<file path="src/rtl/keypad_debounce_scan.sv">
// 3-column x 4-row keypad scanner with frame-level ghost rejection and debounce.
// Emits a single-cycle key_valid per qualified press; key_held tracks the key until release.
module keypad_debounce_scan #(
    parameter int SCAN_DIV     = 1000,
    parameter int DEBOUNCE_CNT = 4
) (
    input  logic       clk,
    input  logic       rst,
    input  logic [3:0] key_row,
    output logic [2:0] key_col,
    output logic [3:0] key_code,
    output logic       key_valid,
    output logic       key_held
);

    localparam int DIV_W = (SCAN_DIV > 1) ? $clog2(SCAN_DIV) : 1;
    localparam int CNT_W = ($clog2(DEBOUNCE_CNT + 1) > 3) ? $clog2(DEBOUNCE_CNT + 1) : 3;
    localparam logic [DIV_W-1:0] DIV_LAST   = DIV_W'(SCAN_DIV - 1);
    localparam logic [CNT_W-1:0] CNT_TARGET = CNT_W'(DEBOUNCE_CNT);
    localparam logic [CNT_W-1:0] CNT_MAX    = '1;

    typedef enum logic [1:0] {IDLE, DEBOUNCE, PRESSED, RELEASE} state_t;

    state_t           state, state_nxt;
    logic [DIV_W-1:0] div;
    logic [1:0]       acc_hits;
    logic [3:0]       acc_code;
    logic [3:0]       cand, cand_nxt;
    logic [CNT_W-1:0] cnt, cnt_nxt, cnt_inc;
    logic [3:0]       code_nxt;
    logic             valid_nxt;

    logic             sample_tick, frame_end, frame_key;
    logic [1:0]       col_idx, sample_hits, frame_hits;
    logic [2:0]       row_bits, hit_sum;
    logic [3:0]       sample_code, frame_code;

    assign sample_tick = (div == DIV_LAST);
    assign frame_end   = sample_tick & key_col[2];

    always_ff @(posedge clk or posedge rst) begin
        if (rst) begin
            div     <= '0;
            key_col <= 3'b001;
        end else if (sample_tick) begin
            div     <= '0;
            key_col <= {key_col[1:0], key_col[2]};
        end else begin
            div     <= div + 1'b1;
        end
    end

    // Decode the current column sample; code only matters when exactly one row is set.
    always_comb begin
        col_idx     = key_col[1] ? 2'd1 : (key_col[2] ? 2'd2 : 2'd0);
        row_bits    = {2'b00, key_row[0]} + {2'b00, key_row[1]}
                    + {2'b00, key_row[2]} + {2'b00, key_row[3]};
        sample_hits = (row_bits >= 3'd2) ? 2'd2 : row_bits[1:0];
        sample_code = 4'd0;
        if (key_row[0])      sample_code = 4'd1 + {2'b00, col_idx};
        else if (key_row[1]) sample_code = 4'd4 + {2'b00, col_idx};
        else if (key_row[2]) sample_code = 4'd7 + {2'b00, col_idx};
        else if (key_row[3]) begin
            case (col_idx)
                2'd0:    sample_code = 4'd10;
                2'd1:    sample_code = 4'd0;
                default: sample_code = 4'd11;
            endcase
        end
        hit_sum    = {1'b0, acc_hits} + {1'b0, sample_hits};
        frame_hits = (hit_sum >= 3'd2) ? 2'd2 : hit_sum[1:0];
        frame_key  = (frame_hits == 2'd1);
        frame_code = (acc_hits == 2'd1) ? acc_code : sample_code;
    end

    // Hit count saturates at 2 so any multi-key frame classifies as NONE.
    always_ff @(posedge clk or posedge rst) begin
        if (rst) begin
            acc_hits <= '0;
            acc_code <= '0;
        end else if (frame_end) begin
            acc_hits <= '0;
            acc_code <= '0;
        end else if (sample_tick) begin
            acc_hits <= frame_hits;
            acc_code <= frame_code;
        end
    end

    always_ff @(posedge clk or posedge rst) begin
        if (rst) begin
            state     <= IDLE;
            cand      <= '0;
            cnt       <= '0;
            key_code  <= '0;
            key_valid <= 1'b0;
        end else begin
            state     <= state_nxt;
            cand      <= cand_nxt;
            cnt       <= cnt_nxt;
            key_code  <= code_nxt;
            key_valid <= valid_nxt;
        end
    end

    assign cnt_inc = (cnt == CNT_MAX) ? cnt : cnt + 1'b1;

    always_comb begin
        state_nxt = state;
        cand_nxt  = cand;
        cnt_nxt   = cnt;
        code_nxt  = key_code;
        valid_nxt = 1'b0;
        if (frame_end) begin
            case (state)
                IDLE: begin
                    if (frame_key) begin
                        if (DEBOUNCE_CNT == 1) begin
                            state_nxt = PRESSED;
                            code_nxt  = frame_code;
                            valid_nxt = 1'b1;
                        end else begin
                            state_nxt = DEBOUNCE;
                            cand_nxt  = frame_code;
                            cnt_nxt   = CNT_W'(1);
                        end
                    end
                end
                DEBOUNCE: begin
                    if (!frame_key) begin
                        state_nxt = IDLE;
                        cnt_nxt   = '0;
                    end else if (frame_code == cand) begin
                        cnt_nxt = cnt_inc;
                        if (cnt_inc == CNT_TARGET) begin
                            state_nxt = PRESSED;
                            code_nxt  = cand;
                            valid_nxt = 1'b1;
                        end
                    end else begin
                        cand_nxt = frame_code;
                        cnt_nxt  = CNT_W'(1);
                    end
                end
                PRESSED: begin
                    if (!frame_key) begin
                        if (DEBOUNCE_CNT == 1) begin
                            state_nxt = IDLE;
                            cnt_nxt   = '0;
                        end else begin
                            state_nxt = RELEASE;
                            cnt_nxt   = CNT_W'(1);
                        end
                    end
                end
                default: begin
                    if (frame_key) begin
                        state_nxt = PRESSED;
                    end else begin
                        cnt_nxt = cnt_inc;
                        if (cnt_inc == CNT_TARGET) begin
                            state_nxt = IDLE;
                            cnt_nxt   = '0;
                        end
                    end
                end
            endcase
        end
    end

    always_comb begin
        key_held = (state == PRESSED) || (state == RELEASE);
    end

endmodule

</file>
<file path="config.mk">
export PLATFORM = sky130hd
export DESIGN_NAME = keypad_debounce_scan
export DESIGN_NICKNAME = d
export VERILOG_FILES = /design/src/rtl/keypad_debounce_scan.sv
export SDC_FILE = /design/constraint.sdc
export NUM_CORES = 1
export LEC_CHECK = 0
export ABC_AREA = 1
export ABC_CLOCK_PERIOD_IN_PS = 3300
export BUFFER_PORTS_ARGS = -buffer_cell sky130_fd_sc_hd__clkbuf_2
export CELL_PAD_IN_SITES_DETAIL_PLACEMENT = 1
export CELL_PAD_IN_SITES_GLOBAL_PLACEMENT = 1
export CORE_UTILIZATION = 45
export DETAILED_ROUTE_END_ITERATION = 8
export PLACE_DENSITY_LB_ADDON = 0.1
export SETUP_SLACK_MARGIN = 0.1
export SYNTH_ARGS = -nofsm -noshare
export SYNTH_HDL_FRONTEND = slang
export SYNTH_SLANG_ARGS = --single-unit
</file>
<file path="constraint.sdc">
create_clock -name clk -period 3.3 [get_ports clk]
set_clock_uncertainty 0.1 [all_clocks]
set_input_delay 0.66 -clock clk [delete_from_list [all_inputs] [get_ports clk]]
set_output_delay 0.66 -clock clk [all_outputs]
set_load 0.02 [all_outputs]
</file>
# Yosys cells after proc, flatten, opt, wreduce, memory -nomap -nowiden
# Cells that the tools add are included.
# Widths: inputs -> output; s select.
[totals]
latch_bits = 0
input_bits = 6
regBits = 33
memories = 0
ramBits = 0
elab_cells = 88
mem_bits_ro = 0
[op_classes]
n_mul = 0
bitwise = 1
n_shift = 0
n_reduce_logical = 10
mux = 40
div_mod_pow = 0
n_lt_le_gt_ge = 2
addsub = 9
eq_ne = 17
[op_table]
columns = ["op", "n"]
rows = [
  ["$mux 4", 10],
  ["$mux 2", 13],
  ["$mux 3", 7],
  ["$pmux 4 s2", 2],
  ["$add 10x1->10 const B", 1],
  ["$eq 10x10->1 const B", 1],
  ["$mux 10", 1],
  ["$reduce_and 5->1", 2],
  ["$pmux 3 s3", 1],
  ["$add 3x2->4 const A", 2],
  ["$eq 2x1->1 const B", 4],
  ["$ne 2x2->1 const B", 4],
  ["$eq 3x3->1 const B", 2],
  ["$ge 3x2->1 const B", 2],
  ["$ne 3x3->1 const B", 2],
  ["$pmux 2 s3", 1],
  ["$reduce_and 6->1", 1],
  ["$mux 1", 5],
  ["$eq 2x2->1 const B", 2],
  ["$eq 4x4->1", 1],
  ["$logic_not 2->1", 2],
  ["$reduce_and 4->1", 1],
  ["$reduce_bool 2->1", 2],
  ["$reduce_bool 4->1", 1],
  ["other kinds (9)", 9],
]

# Logic depth before layout (Yosys ltp)
[depth]
depth_word = 14
mapped_depth = 23
mapped_depth_nobuf = 23

# Worst setup path after synthesis
# Ideal clock, no wire load.
[synth_timing]
path_type = "input to register"
start = "input key_row[0]"
end = "register cand[0]"
required_time_ns = 3.076
n_path_buf = 0
slack_ns = -0.314
cell_stages = 17
setup_time_ns = 0.124
arrival_time_ns = 3.390
cell_sequence = "inv_2 fa_1 inv_1 ha_1 inv_1 ha_1 inv_1 o31ai_1 nor2_1 fa_1 nand2_1 inv_1 nand2_1 nor4_1 o21ai_4 nand2_1 o21ai_1"
[synth_via]
elab_chain_len = 11
elab_cells_between_ends = 20
cone_classes = "4 x add/sub; 2 x order compare; 5 x eq/ne; 8 x mux; 1 x reduce/logical"
[synth_rtl]
columns = ["element", "line", "source"]
rows = [
  ["start, declared", "9", "input logic [3:0] key_row,"],
  ["$add 1x1->2", "56", "row_bits = {2'b00, key_row[0]} + {2'b00, key_row[1]}"],
  ["$add 2x1->3", "57", "+ {2'b00, key_row[2]} + {2'b00, key_row[3]};"],
  ["$add 3x1->3", "57", ""],
  ["$ge 3x2->1", "58", "sample_hits = (row_bits >= 3'd2) ? 2'd2 : row_bits[1:0];"],
  ["$mux 2", "58", ""],
  ["$add 2x2->3", "70", "hit_sum = {1'b0, acc_hits} + {1'b0, sample_hits};"],
  ["$ge 3x2->1", "71", "frame_hits = (hit_sum >= 3'd2) ? 2'd2 : hit_sum[1:0];"],
  ["$mux 2", "71", ""],
  ["$eq 2x1->1", "72", "frame_key = (frame_hits == 2'd1);"],
  ["$ne 2x2->1 (no source line)", "-", ""],
  ["$reduce_and 5->1 (no source line)", "-", ""],
  ["end signal, assigned", "99", "cand <= cand_nxt;"],
  ["end, declared", "28", "logic [3:0] cand, cand_nxt;"],
]
# Parallel ways exist; a longest one is shown, timed or not. The select of a mux whose other input is x is not followed.
# A chain may end at the register's enable or synchronous reset.

==> impl_metrics.csv <==
group,metric,value,unit
synth,yosysMostFrequentCell,"nand2_1",
layout,layout-drive-gt1-share,0.2870,
grt,antenna_found_initial,0,
sta,whs,338.4,ps
power_and_ir_drop,vdd_drop_max,247.8,uV
sta,rsz0062_at_grt,"true",
placement,pre_cts_ws,-686.9,ps
power_and_ir_drop,switching_power,0.0002312,W
grt,overflow,0,
synth,synthCells,283,
critical_path,reg2reg_slack,650,ps
critical_path,crit_path_end_kind,"flip-flop",
sta,slew_headroom,0.5178,
drt,route.detailed.drc,0,
synth,yosys.area.top_type,"dfrtp_1",
power_and_ir_drop,powerDensity,321.7,nW/um^2
clock_network,cts_tree,"built",
synth,ys_seq_area_frac,0.3946,
grt,grt.total_usage,0.2423,
power_and_ir_drop,total_power,0.0008442,W
outcome,violations,"setup timing",
layout,syn2layout_area_growth,25.19,%
floorplan,core_area,4414,um^2
sta,fin_ws,-311.5,ps
sta,min_period,3611,ps
synth,synth-async-reset-ratio,1.000,
drt,route.met2.wl,2960,um
clock_network,clock_sink_count,33,
power_and_ir_drop,leakage,1.363,nW
drt,route.met3.wl,113,um
run,maxCapViolCount,0,
clock_network,worstSkewPairLatency,290,ps
clock_network,cts_max_path_buffers,2,
synth,synthTopCellsByCount,"68 x nand2_1, 46 x inv_1, 32 x dfrtp_1",
drt,drt-vias-per-instance,5.253,
sta,drv_slew,0,
placement,portBuffers,14,
sta,min_period_over_period,1.094,
synth,syn-cell-area,2096,um^2
synth,synthTopCellsByArea,"dfrtp_1 38%, nand2_1 12%, inv_1 8.2%",
grt,grt_pass1_vias,2070,
critical_path,reg2reg_from,"div[0]",
sta,finalSetupViolCount,14,
drt,routed_wl,5855,um
synth,syn_avg_cell_area,7.406,um^2
synth,yosysUniqueCellTypes,35,
synth,synth.ff_latch_count,33,
synth,synth_nets,301,
critical_path,r2r-end,"key_code[1]",
drt,routed.top_layer,"met4",
clock_network,ctsHtreeMaxLevel,2,
floorplan,rows,24,
power_and_ir_drop,pwr-share-seq,0.487,
drt,ant_nets,0,
floorplan,dieArea,4934,um^2
power_and_ir_drop,p_clk_frac,0.351,
drt,wire_per_inst,15.57,um
floorplan,start_util,0.4748,
drt,initialDrtViolationCount,65,
hold_path,hp-class,"in -> async",
critical_path,cp.arrival,3690,ps
sta,max_freq,0.2769,GHz
power_and_ir_drop,switching_share,0.2739,
placement,dp_hpwl,3833,um
critical_path,critPathMaxFanout,6,
grt,grt_max_degree,34,
critical_path,cp-start-kind,"primary input",
outcome,status,"finished, violations left",
layout,diodes,0,
synth,synth-edff-count,0,
synth,synth_top_area_frac,0.3821,
grt,grt_pass1_wl,9301,um
clock_network,clk_pin_slew,70,ps
clock_network,numCtsBuffers,5,
critical_path,worstSetupPathType,"in -> reg",
placement,gp_congestion,0.7938,
floorplan,ios,15,
drt,num_vias,1975,
layout,fin_nets,341,
power_and_ir_drop,pwr-share-comb,0.162,
synth,yosysWarnings,0,
drt,drt-met1-wl,2589,um
synth,synthFlopType,"dfrtp_1",
clock_network,root_buffer,"clkbuf_8",
sta,timing_hold_violations_final,0,
power_and_ir_drop,internal_power,0.0006130,W
drt,firstDrtPassIters,4,
critical_path,reg2reg_depth,8,
critical_path,critical_path_required,3380,ps
floorplan,die_x,70.25,um
floorplan,die_h,70.25,um
sta,worst_slew_pin_slew,717.9,ps
-- worst max path at each step --
stage,end,startpoint,cells past startpoint
5_1_grt,flip-flop,key_row[3],21
3_3_place_gp,flip-flop,key_row[0],21
2_1_floorplan,state[0],key_row[0],19
3_5_place_dp,state[0],key_row[0],20
6_report,flip-flop,key_row[3],21
4_1_cts,flip-flop,key_row[3],21
-- worst max-delay path, stage by stage --
cell and delay [ps]:
buf_8 80, inv_4 30, fa_1 470, inv_1 70
ha_2 180, inv_2 50, ha_4 260, inv_2 30
o31ai_2 210, nor2_1 80, fa_1 490, nand2_1 70
inv_2 80, nand2_4 100, nand2_4 80, nor3b_4 240
nand3_2 160, nor2_4 140, nand4_1 100, nand2_1 80
inv_1 40
-- state kept, by name, summed over array words and instances, names as in the netlist, named ones only --
register and count:
key_code 4, key_col 3, key_valid 1, cand 4, acc_hits 2, div 10
state 1, acc_code 4, cnt 3
-- power groups by stage --
| stage | registers [W] | clock network (W) | logic (W) |
|---|---|---|---|
| 2_1_floorplan | 0.000417 | 0 | 0.0000728 |
| 3_3_place_gp | 0.000418 | 0 | 0.000103 |
| 3_5_place_dp | 0.000418 | 0 | 0.000107 |
| 4_1_cts | 0.000411 | 0.000301 | 0.000122 |
| 5_1_grt | 0.000411 | 0.000318 | 0.000153 |
| 6_report | 0.000411 | 0.000297 | 0.000137 |
-- what timing repair did --
item / CTS / global route
gates resized for setup: 14 / 25
gates cloned: 0 / 1
hold buffers: 0 / 0
pin swaps: 15 / 6
setup buffers: 5 / 5
setup endpoints to repair: 14 / 14
-- cells in the final DEF, fill, tap and decap left out, drive strengths merged, types with 4 or more instances in the layout --
cell and n:
a21oi 11, nand2 76, o21ai 25, inv 53
clkbuf 19, nor2 32, dfrtp 32, buf 23
nand3 20, ha 10, nor3 5, nand4 4
-- metrics by stage --
stage / area, um^2 / util / setup TNS, ps / cells
floorplan: 2141 / - / -1740 / 283
global placement: 2336 / 0.5292 / -6781 / 357
detailed placement: 2336 / 0.5292 / -7947 / 357
CTS: 2515 / 0.5697 / -1580 / 370
global route: 2624 / 0.5944 / -4637 / 376
finish: 2624 / 0.5944 / -2535 / 376
-- cell type report --
class                   instances  area [um^2]
well taps                      52        65.06
fillers                       565         1790
repair buffers                 34        246.5
flip-flops and latches         33        827.0
multi-input cells             196         1189
clock buffers                   8        80.08
inverters                      53        216.5
-- per-layer routing --
layer	vias up	GRT usage
met5	-	0
met4	0	0.08667
met3	15	0.04618
met2	21	0.4275
met1	966	0.2916
li1	973	-
-- cells by family after synthesis --
logic type | after synthesis | share of synthesized area
fa+ha+maj | 12 | 0.07881
simple gates | 141 | 0.3075
compound gates | 41 | 0.1093
buf+inv | 55 | 0.1021
xor+xnor | 1 | 0.007763
flops | 33 | 0.3946
(Power assumes the default switching activity.)
